`src/rtl/seg_scan_ctrl_pkg.sv`:
```
// Shared definitions for the 7-segment scan controller and its decoder partner.
package seg_scan_ctrl_pkg;

    // Width of the BCD/hex code handed to the seg_display decoder (A..D).
    localparam int CODE_W = 4;

    // Per-slot phase: dark guard interval, then the digit is lit.
    typedef enum logic {
        ST_BLANK = 1'b0,
        ST_SHOW  = 1'b1
    } scanState_t;

    // Ceiling log2, never below 1 so a single-digit or tiny divider still
    // gets a legal one-bit counter.
    function automatic int CLOG2(input int value);
        int w;
        w = 1;
        while ((1 << w) < value) w++;
        return w;
    endfunction

endpackage

```
`src/rtl/seg_scan_prescaler.sv`:
```
// Slot prescaler and digit index for the scan controller, plus the frame pulse.
module seg_scan_prescaler
    import seg_scan_ctrl_pkg::*;
#(
    parameter int NUM_DIGITS = 4,
    parameter int SCAN_DIV   = 1000
) (
    input  logic                          clk,
    input  logic                          rst_n,
    input  logic                          en,
    output logic [CLOG2(SCAN_DIV)-1:0]    cnt,
    output logic [CLOG2(NUM_DIGITS)-1:0]  idx,
    output logic                          slotEnd,
    output logic                          wrap,
    output logic                          frameTick
);

    localparam int CNT_W = CLOG2(SCAN_DIV);
    localparam int IDX_W = CLOG2(NUM_DIGITS);
    localparam logic [CNT_W-1:0] CNT_LAST = CNT_W'(SCAN_DIV - 1);
    localparam logic [IDX_W-1:0] IDX_LAST = IDX_W'(NUM_DIGITS - 1);

    // Slot end and frame wrap only exist while scanning.
    assign slotEnd = en && (cnt == CNT_LAST);
    assign wrap    = slotEnd && (idx == IDX_LAST);

    // Cycle-in-slot counter and digit index; en=0 parks both at zero.
    always_ff @(posedge clk or negedge rst_n) begin
        if (!rst_n) begin
            cnt <= '0;
            idx <= '0;
        end else if (!en) begin
            cnt <= '0;
            idx <= '0;
        end else if (slotEnd) begin
            cnt <= '0;
            idx <= wrap ? '0 : idx + 1'b1;
        end else begin
            cnt <= cnt + 1'b1;
        end
    end

    // Frame pulse is registered alongside the digit outputs so it lands in
    // the first cycle of the new frame.
    always_ff @(posedge clk or negedge rst_n) begin
        if (!rst_n) frameTick <= 1'b0;
        else        frameTick <= wrap;
    end

endmodule

```
`src/rtl/seg_scan_ctrl.sv`:
```
// Multiplexed common-anode 7-segment scan controller: double-buffered display
// data, blanking gap at the start of each digit slot, leading-zero blanking.
module seg_scan_ctrl
    import seg_scan_ctrl_pkg::*;
#(
    parameter int NUM_DIGITS = 4,
    parameter int SCAN_DIV   = 1000,
    parameter int BLANK_CYC  = 8,
    parameter int LZB        = 1
) (
    input  logic                         clk,
    input  logic                         rst_n,
    input  logic                         en,
    input  logic                         load,
    input  logic [CODE_W*NUM_DIGITS-1:0] load_val,
    input  logic [NUM_DIGITS-1:0]        load_dp,
    output logic                         load_ready,
    output logic [CODE_W-1:0]            dig_code,
    output logic                         dig_dp,
    output logic                         dig_blank,
    output logic [NUM_DIGITS-1:0]        dig_en_n,
    output logic                         frame_tick
);

    localparam int CNT_W = CLOG2(SCAN_DIV);
    localparam int IDX_W = CLOG2(NUM_DIGITS);
    // Last dark cycle of a slot; BLANK_CYC is assumed to be at least 1.
    localparam logic [CNT_W-1:0] SHOW_START = CNT_W'(BLANK_CYC - 1);

    logic [CNT_W-1:0] cnt;
    logic [IDX_W-1:0] idx;
    logic             slotEnd;
    logic             wrap;

    scanState_t state, stateNext;

    logic [NUM_DIGITS-1:0][CODE_W-1:0] disp, shadow;
    logic [NUM_DIGITS-1:0]             dispDp, shadowDp;
    logic                              pending;
    logic                              commit, capture;
    logic [NUM_DIGITS-1:0]             lzBlank;

    logic [NUM_DIGITS-1:0] enNext;
    logic [CODE_W-1:0]     codeNext;
    logic                  dpNext, blankNext;

    seg_scan_prescaler #(
        .NUM_DIGITS (NUM_DIGITS),
        .SCAN_DIV   (SCAN_DIV)
    ) uPrescaler (
        .clk       (clk),
        .rst_n     (rst_n),
        .en        (en),
        .cnt       (cnt),
        .idx       (idx),
        .slotEnd   (slotEnd),
        .wrap      (wrap),
        .frameTick (frame_tick)
    );

    // A staged value moves to the display at a frame boundary, or straight
    // away once scanning stops, so nothing is ever torn mid-frame.
    assign capture    = load && !pending;
    assign commit     = pending && (wrap || !en);
    assign load_ready = !pending;

    // Shadow/display double buffer and its occupancy flag.
    always_ff @(posedge clk or negedge rst_n) begin
        if (!rst_n) begin
            shadow   <= '0;
            shadowDp <= '0;
            disp     <= '0;
            dispDp   <= '0;
            pending  <= 1'b0;
        end else begin
            if (capture) begin
                shadow   <= load_val;
                shadowDp <= load_dp;
                pending  <= 1'b1;
            end
            if (commit) begin
                disp    <= shadow;
                dispDp  <= shadowDp;
                pending <= 1'b0;
            end
        end
    end

    // Leading-zero mask: digit k>0 goes dark when it and every more
    // significant digit are zero and it carries no decimal point.
    always_comb begin
        logic allZero;
        allZero = 1'b1;
        lzBlank = '0;
        for (int k = NUM_DIGITS - 1; k > 0; k--) begin
            allZero    = allZero && (disp[k] == '0);
            lzBlank[k] = (LZB != 0) && allZero && !dispDp[k];
        end
    end

    // Slot phase register.
    always_ff @(posedge clk or negedge rst_n) begin
        if (!rst_n) state <= ST_BLANK;
        else        state <= stateNext;
    end

    // Next phase and next output values; dark unless scanning in SHOW.
    always_comb begin
        stateNext = state;
        enNext    = '1;
        codeNext  = '0;
        dpNext    = 1'b0;
        blankNext = 1'b1;

        if (!en || slotEnd) begin
            stateNext = ST_BLANK;
        end else if (state == ST_BLANK && cnt == SHOW_START) begin
            stateNext = ST_SHOW;
        end

        if (en && state == ST_SHOW) begin
            enNext[idx] = 1'b0;
            codeNext    = disp[idx];
            dpNext      = dispDp[idx];
            blankNext   = lzBlank[idx];
        end
    end

    // Output registers; reset darkens the display without waiting for a clock.
    always_ff @(posedge clk or negedge rst_n) begin
        if (!rst_n) begin
            dig_en_n  <= '1;
            dig_blank <= 1'b1;
            dig_code  <= '0;
            dig_dp    <= 1'b0;
        end else begin
            dig_en_n  <= enNext;
            dig_blank <= blankNext;
            dig_code  <= codeNext;
            dig_dp    <= dpNext;
        end
    end

endmodule

```
`config.mk`:
```
export PLATFORM = sky130hd
export DESIGN_NAME = seg_scan_ctrl
export DESIGN_NICKNAME = d
export VERILOG_FILES = /design/src/rtl/seg_scan_ctrl_pkg.sv /design/src/rtl/seg_scan_prescaler.sv /design/src/rtl/seg_scan_ctrl.sv
export SDC_FILE = /design/constraint.sdc
export NUM_CORES = 1
export LEC_CHECK = 0
export ABC_CLOCK_PERIOD_IN_PS = 4400
export CAP_MARGIN = 25
export CORE_AREA = 5 5 67 114
export DETAILED_ROUTE_END_ITERATION = 8
export DIE_AREA = 0 0 72 119
export GPL_TIMING_DRIVEN = 0
export PLACE_DENSITY = 0.75
export SLEW_MARGIN = 15
export SYNTH_ARGS = -nofsm -noshare
export SYNTH_HDL_FRONTEND = slang
export SYNTH_SLANG_ARGS = --single-unit
```
`constraint.sdc`:
```
create_clock -name clk -period 4.4 [get_ports clk]
set_clock_uncertainty 0.05 [all_clocks]
set_input_delay 0.66 -clock clk [delete_from_list [all_inputs] [get_ports clk]]
set_output_delay 0.66 -clock clk [all_outputs]
set_load 0.01 [all_outputs]
```
# --- After elaboration in Yosys (flattened, before gate mapping) ---
# Index checks and enable logic that the tools add are counted.
totals:
  latchBits: 0
  rom_bits: 0
  out_inout_bits: 12
  regBits: 65
  n_memories: 0
  ramBits: 0
  word_cells: 74
classes:
  magnitude_cmp: 2
  n_bitwise: 2
  n_eq_ne: 4
  reduce_logical: 24
  addsub: 2
  mul: 0
  div_mod_pow: 0
  shift: 0
  mux: 21
ops:
  columns: ["cell", "n"]
  rows:
  - ["10-bit two-way mux", 2]
  - ["1-bit logical AND", 12]
  - ["4-bit zero test", 3]
  - ["4-bit two-way mux", 3]
  - ["10-bit by 1-bit adder with 10-bit output, second input constant", 1]
  - ["10-bit == test, second input constant", 1]
  - ["10-bit by 3-bit == test with 1-bit output, second input constant", 1]
  - ["1-bit two-way mux", 9]
  - ["4-bit binary-select mux with 2-bit select", 1]
  - ["2-bit two-way mux", 3]
  - ["1-bit zero test", 5]
  - ["1-bit binary-select mux with 2-bit select", 2]
  - ["4-bit inverter", 1]
  - ["2-bit nonzero test", 2]
  - ["2-bit by 3-bit < comparator with 1-bit output, second input constant", 1]
  - ["2-bit by 1-bit adder with 2-bit output, second input constant", 1]
  - ["1-bit demux with 2-bit select", 1]
  - ["2-bit == test, second input constant", 1]
  - ["2-bit by 1-bit greater-or-equal comparator with 1-bit output, second input constant", 1]
  - ["1-bit logical OR", 2]
  - ["2-bit by 1-bit != test with 1-bit output, second input constant", 1]
  - ["1-bit inverter", 1]

# --- Logic depth before layout (Yosys ltp) ---
depth:
  word_depth: 7
  mapped_depth: 6

# --- Hierarchy ---
# From an unflattened synthesis, not the netlist that was laid out.
hier_totals:
  cells_unflattened: 201
  area_unflattened_um2: 2785.2
modules_own_cells:
  columns: ["module", "n_inst", "area_per_inst_um2", "seq_area_each_um2", "cells_per_inst"]
  rows:
  - ["seg_scan_ctrl", 1, 2129.5, 1307.5, 134]
  - ["seg_scan_prescaler", 1, 655.6, 325.3, 67]

# --- Least setup slack after synthesis ---
# Ideal clock, no wire load.
synth_path:
  path_type: "reg-to-reg"
  startpoint: "register uPrescaler.cnt[0]"
  endpoint: "register dispDp[3]"
  slack_ns: 2.626
  setup_ns: 0.125
  synth_period_minus_slack_ns: 1.774
  path_buffers: 1
  required_time_ns: 4.225
  path_stages_with_launch: 7
  t_arrival_ns: 1.599
  path_cell_list: "dfrtp_1 > ha_1 > and3_4 > nand4_4 > o22a_4 > buf_6 > mux2_4"
synth_via:
  elab_chain_len: 5
synth_rtl:
  columns: ["item", "line_no", "source"]
  rows:
  - ["from (decl)", "seg_scan_prescaler.sv:11", "output logic [CLOG2(SCAN_DIV)-1:0] cnt,"]
  - ["from (signal assigned)", "seg_scan_prescaler.sv:39", "cnt <= cnt + 1'b1;"]
  - ["10-bit == test", "seg_scan_prescaler.sv:24", "assign slotEnd = en && (cnt == CNT_LAST);"]
  - ["1-bit logical AND", "seg_scan_prescaler.sv:24", null]
  - ["1-bit logical AND", "seg_scan_prescaler.sv:25", "assign wrap = slotEnd && (idx == IDX_LAST);"]
  - ["1-bit logical OR", "seg_scan_ctrl.sv:64", "assign commit = pending && (wrap || !en);"]
  - ["1-bit logical AND", "seg_scan_ctrl.sv:64", null]
  - ["to (signal assigned)", "seg_scan_ctrl.sv:83", "dispDp <= shadowDp;"]
  - ["to (decl)", "seg_scan_ctrl.sv:38", "logic [NUM_DIGITS-1:0] dispDp, shadowDp;"]
# No other way between the ends.
# A chain may end at the register's enable or synchronous reset.

# --- Final worst setup path ---
layout_path:
  startpoint: "register pending"
  endpoint: "output load_ready"
layout_via:
  elab_chain_len: 1
layout_rtl:
  columns: ["item", "line_no", "source"]
  rows:
  - ["from (decl)", "seg_scan_ctrl.sv:39", "logic pending;"]
  - ["from (signal assigned)", "seg_scan_ctrl.sv:74", "pending <= 1'b0;"]
  - ["from (signal assigned)", "seg_scan_ctrl.sv:79", "pending <= 1'b1;"]
  - ["from (signal assigned)", "seg_scan_ctrl.sv:84", "pending <= 1'b0;"]
  - ["1-bit zero test", "seg_scan_ctrl.sv:65", "assign load_ready = !pending;"]
  - ["to (decl)", "seg_scan_ctrl.sv:17", "output logic load_ready,"]
# No other way between the ends.

==> results.py <==
metrics = {
    "outcome": {
        "status": "finished clean",
    },
    "global_routing": {
        "grt_pass1_wl_microns": 8740,
        "grt_use_total_pct": 13.4,
        "grt_max_degree": 66,
        "first_global_vias": 1839,
        "antenna_found_initial": 0,
        "overflow": 0,
    },
    "synth": {
        "ys_seq_area_share_pct": 57.6,
        "syn_nets": 230,
        "syn_inst": 201,
        "synth_top_area_share_pct": 52.9,
        "syn_area_per_cell_sq_um": 14.1,
        "synth-warning-count": 0,
        "synthTopCellsByArea": "dfrtp_1 53%, mux2_4 10%, mux2_2 8.3%",
        "synth_cell_types": 34,
        "ys_ff_latch": 65,
        "synth_area_leader_cell": "dfrtp_1",
        "syn_area_sq_um": 2840,
    },
    "clock_tree": {
        "cts_root_buf": "clkbuf_16",
        "ctsResizeCount": 0,
        "cts_buffer_depth": 2,
        "cts_hold_buf": 0,
        "numCtsBuffers": 9,
        "clk_pin_slew_ns": 0.05,
        "cts_tree": "done",
        "clk-insertion-delay-late_ns": 0.33,
        "cts_sinks": 65,
        "h-tree-depth": 3,
        "post_cts_buffers": 0,
    },
    "pwr": {
        "combPwrFrac_pct": 16.0,
        "power.density_nw_per_um2": 496,
        "leakagePower_nw": 1.53,
        "pwr-share-clk_pct": 36.9,
        "netSwitchingFraction_pct": 22.7,
        "vdd_drop_max_v": 0.000238,
        "power_mw": 1.76,
        "p_switching_mw": 0.400,
        "seqPwrFrac_pct": 47.1,
        "p_int_mw": 1.36,
    },
    "detailed_routing": {
        "initialDrtViolationCount": 108,
        "drc": 0,
        "drt-vias-per-instance": 5.04,
        "drt_wl_total_microns": 4890,
        "dr.pass1.iters": 4,
        "vias": 1679,
        "wl_per_cell_microns": 14.7,
        "ant_nets": 0,
    },
    "place": {
        "gp_congestion": 0.772,
        "dpl.hpwl_microns": 3530,
        "placed_area_sq_um": 3280,
        "io_buffers": 34,
        "dpl.cell_count": 317,
        "dp_slack_ns": 2.05,
    },
    "critical_path": {
        "cp-start-kind": "register",
        "required_ns": 3.69,
        "r2r_slack_ns": 2.46,
        "crit_fanout": 4,
        "critical_path_arrival_ns": 1.39,
        "critPathMaxStageDelay_ns": 0.55,
        "worst_setup_path_end_kind": "primary output",
        "worstSetupPathType": "reg2out",
        "critical_path.cell_chain": "inv_1 > clkdlybuf4s50_1",
        "cpMaxStageDelayCell": "clkdlybuf4s50_1",
    },
    "layout": {
        "final_area_sq_um": 3560,
        "instances_no_fill": 333,
        "area_delta_synth_final_pct": 25.5,
        "nFillCells": 560,
        "register_area_sq_um": 1630,
        "n_antenna_cell": 0,
        "finalNetCount": 275,
        "multi_input_area_sq_um": 1140,
        "drive_above_1_share_pct": 28.7,
    },
    "timing": {
        "setup_tns_ns": 0,
        "setup_viol": 0,
        "rsz0062_at_grt": "no",
        "slew_headroom_pct": 48.3,
        "max_freq_mhz": 476,
        "drv_slew": 0,
        "period_share_pct": 47.8,
        "layout_min_cycle_time_ns": 2.10,
        "finalHoldViolCount": 0,
        "worstMarginPinSlew_ns": 0.775,
        "setup_slack_ns": 2.30,
    },
    "worst_hold_path": {
        "hold_class": "in2async",
    },
    "floorplanning": {
        "start_util_pct": 43.4,
        "die_h_microns": 119,
        "chipWidth_microns": 72,
        "die-area_sq_um": 8570,
        "rows": 39,
        "core_sq_um": 6540,
        "io_pins": 36,
    },
    "run": {
        "cap_violations": 0,
    },
}
==> placed cells by master (no fill, tap or decap), types with 4 or more instances in the layout <==
cell type         n
dfrtp_1          60
clkdlybuf4s50_1  33
mux2_2           21
mux2_4           19
nand2_1          14
nor2_1           12
clkbuf_1          9
clkbuf_16         9
and2_1            7
nand3_1           6
mux4_2            5
ha_1              5
dfstp_2           5
nor3_1            4
xnor2_1           4
inv_1             4
==> power groups by stage <==
| stage | clock, mW | combinational, mW | sequential (mW) |
|---|---|---|---|
| 2_1_floorplan | 0 | 0.229 | 0.797 |
| 3_3_place_gp | 0 | 0.275 | 0.838 |
| 3_5_place_dp | 0 | 0.285 | 0.842 |
| 4_1_cts | 0.664 | 0.287 | 0.834 |
| 5_1_grt | 0.691 | 0.309 | 0.852 |
| 6_report | 0.651 | 0.282 | 0.832 |
==> path summary, 6_finish.rpt <==
check | start | depth (start not counted) | end
hold reg to reg | uPrescaler.cnt[0] | 1 | uPrescaler.cnt[0]
hold / removal | rst_n | 1 | shadow[7]
min in group clk | uPrescaler.cnt[0] | 1 | uPrescaler.cnt[0]
max in group asynchronous | rst_n | 1 | shadow[14]
setup / recovery | pending | 2 | load_ready
setup reg to reg | uPrescaler.cnt[0] | 6 | disp[0]
==> metrics by stage <==
stage	hold WS, ns	utilization (%)
2_1_floorplan	0.314	-
3_3_place_gp	0.397	50.2
3_5_place_dp	0.407	50.1
4_1_cts	0.398	54.4
5_1_grt	0.438	54.4
6_report	0.368	54.4
==> flip-flops by register name, indices dropped and copies added (netlist names) <==
register and cells:
shadowDp 4, dig_code 4, dig_dp 1, disp 16, uPrescaler.frameTick 1, dig_blank 1, shadow 16, pending 1
uPrescaler.idx 2, dispDp 4, state 1, dig_en_n 4, uPrescaler.cnt 10
==> cell type report <==
class / count / area share [%]
multi-input combinational: 123 / 32.0
buffer: 9 / 1.41
clock buffer: 16 / 7.91
sequential: 65 / 45.9
inverter: 4 / 0.422
tap: 82 / 2.88
timing repair buffer: 34 / 9.49
==> routing by layer <==
metal / vias up / GRT usage [%] / routed length [microns]
met4: 0 / 8.47 / 189
met2: 39 / 21.3 / 2530
met1: 836 / 15.4 / 1980
met5: - / 0 / 0
met3: 12 / 4.30 / 190
li1: 792 / - / -
==> logic make-up after synthesis <==
group           count (synthesis)  share of synthesized area (%)
mux                            46                           22.7
flops                          65                           57.6
xor+xnor                        7                           2.16
simple gates                   53                           9.88
fa+ha+maj                       5                           2.21
buf+inv                        13                           2.29
compound gates                 12                           3.18
==> worst max-delay path, delay by kind of cell (launching register included) <==
kind                   cells  cell delay (ns)
buffers and inverters      2             0.67
flip-flops                 1             0.40
==> cell usage after synthesis <==
| library cell | instances |
|---|---|
| dfstp_2 | 5 |
| and2_1 | 7 |
| nor3_1 | 4 |
| mux2_2 | 21 |
| nand4_4 | 1 |
| mux2_4 | 19 |
| ha_1 | 5 |
| a21boi_0 | 2 |
| or4_1 | 2 |
| nor2b_1 | 1 |
| or3_2 | 1 |
| xor2_1 | 3 |
| nand2_1 | 14 |
| a31oi_1 | 1 |
| xnor2_1 | 4 |
| and3_4 | 1 |
| nand3_1 | 6 |
| buf_6 | 2 |
| a221o_1 | 1 |
| and3_2 | 2 |
| mux4_2 | 5 |
| a21oi_1 | 3 |
| clkbuf_1 | 5 |
| dfrtp_1 | 60 |
| o21ai_0 | 2 |
| buf_2 | 1 |
| nor2_1 | 12 |
| inv_1 | 4 |
| o21a_1 | 1 |
| o22a_4 | 1 |
| o41ai_1 | 1 |
| mux2i_1 | 1 |
| buf_1 | 1 |
| nor4_1 | 2 |
No activity file was read; power rests on OpenSTA's default activity.
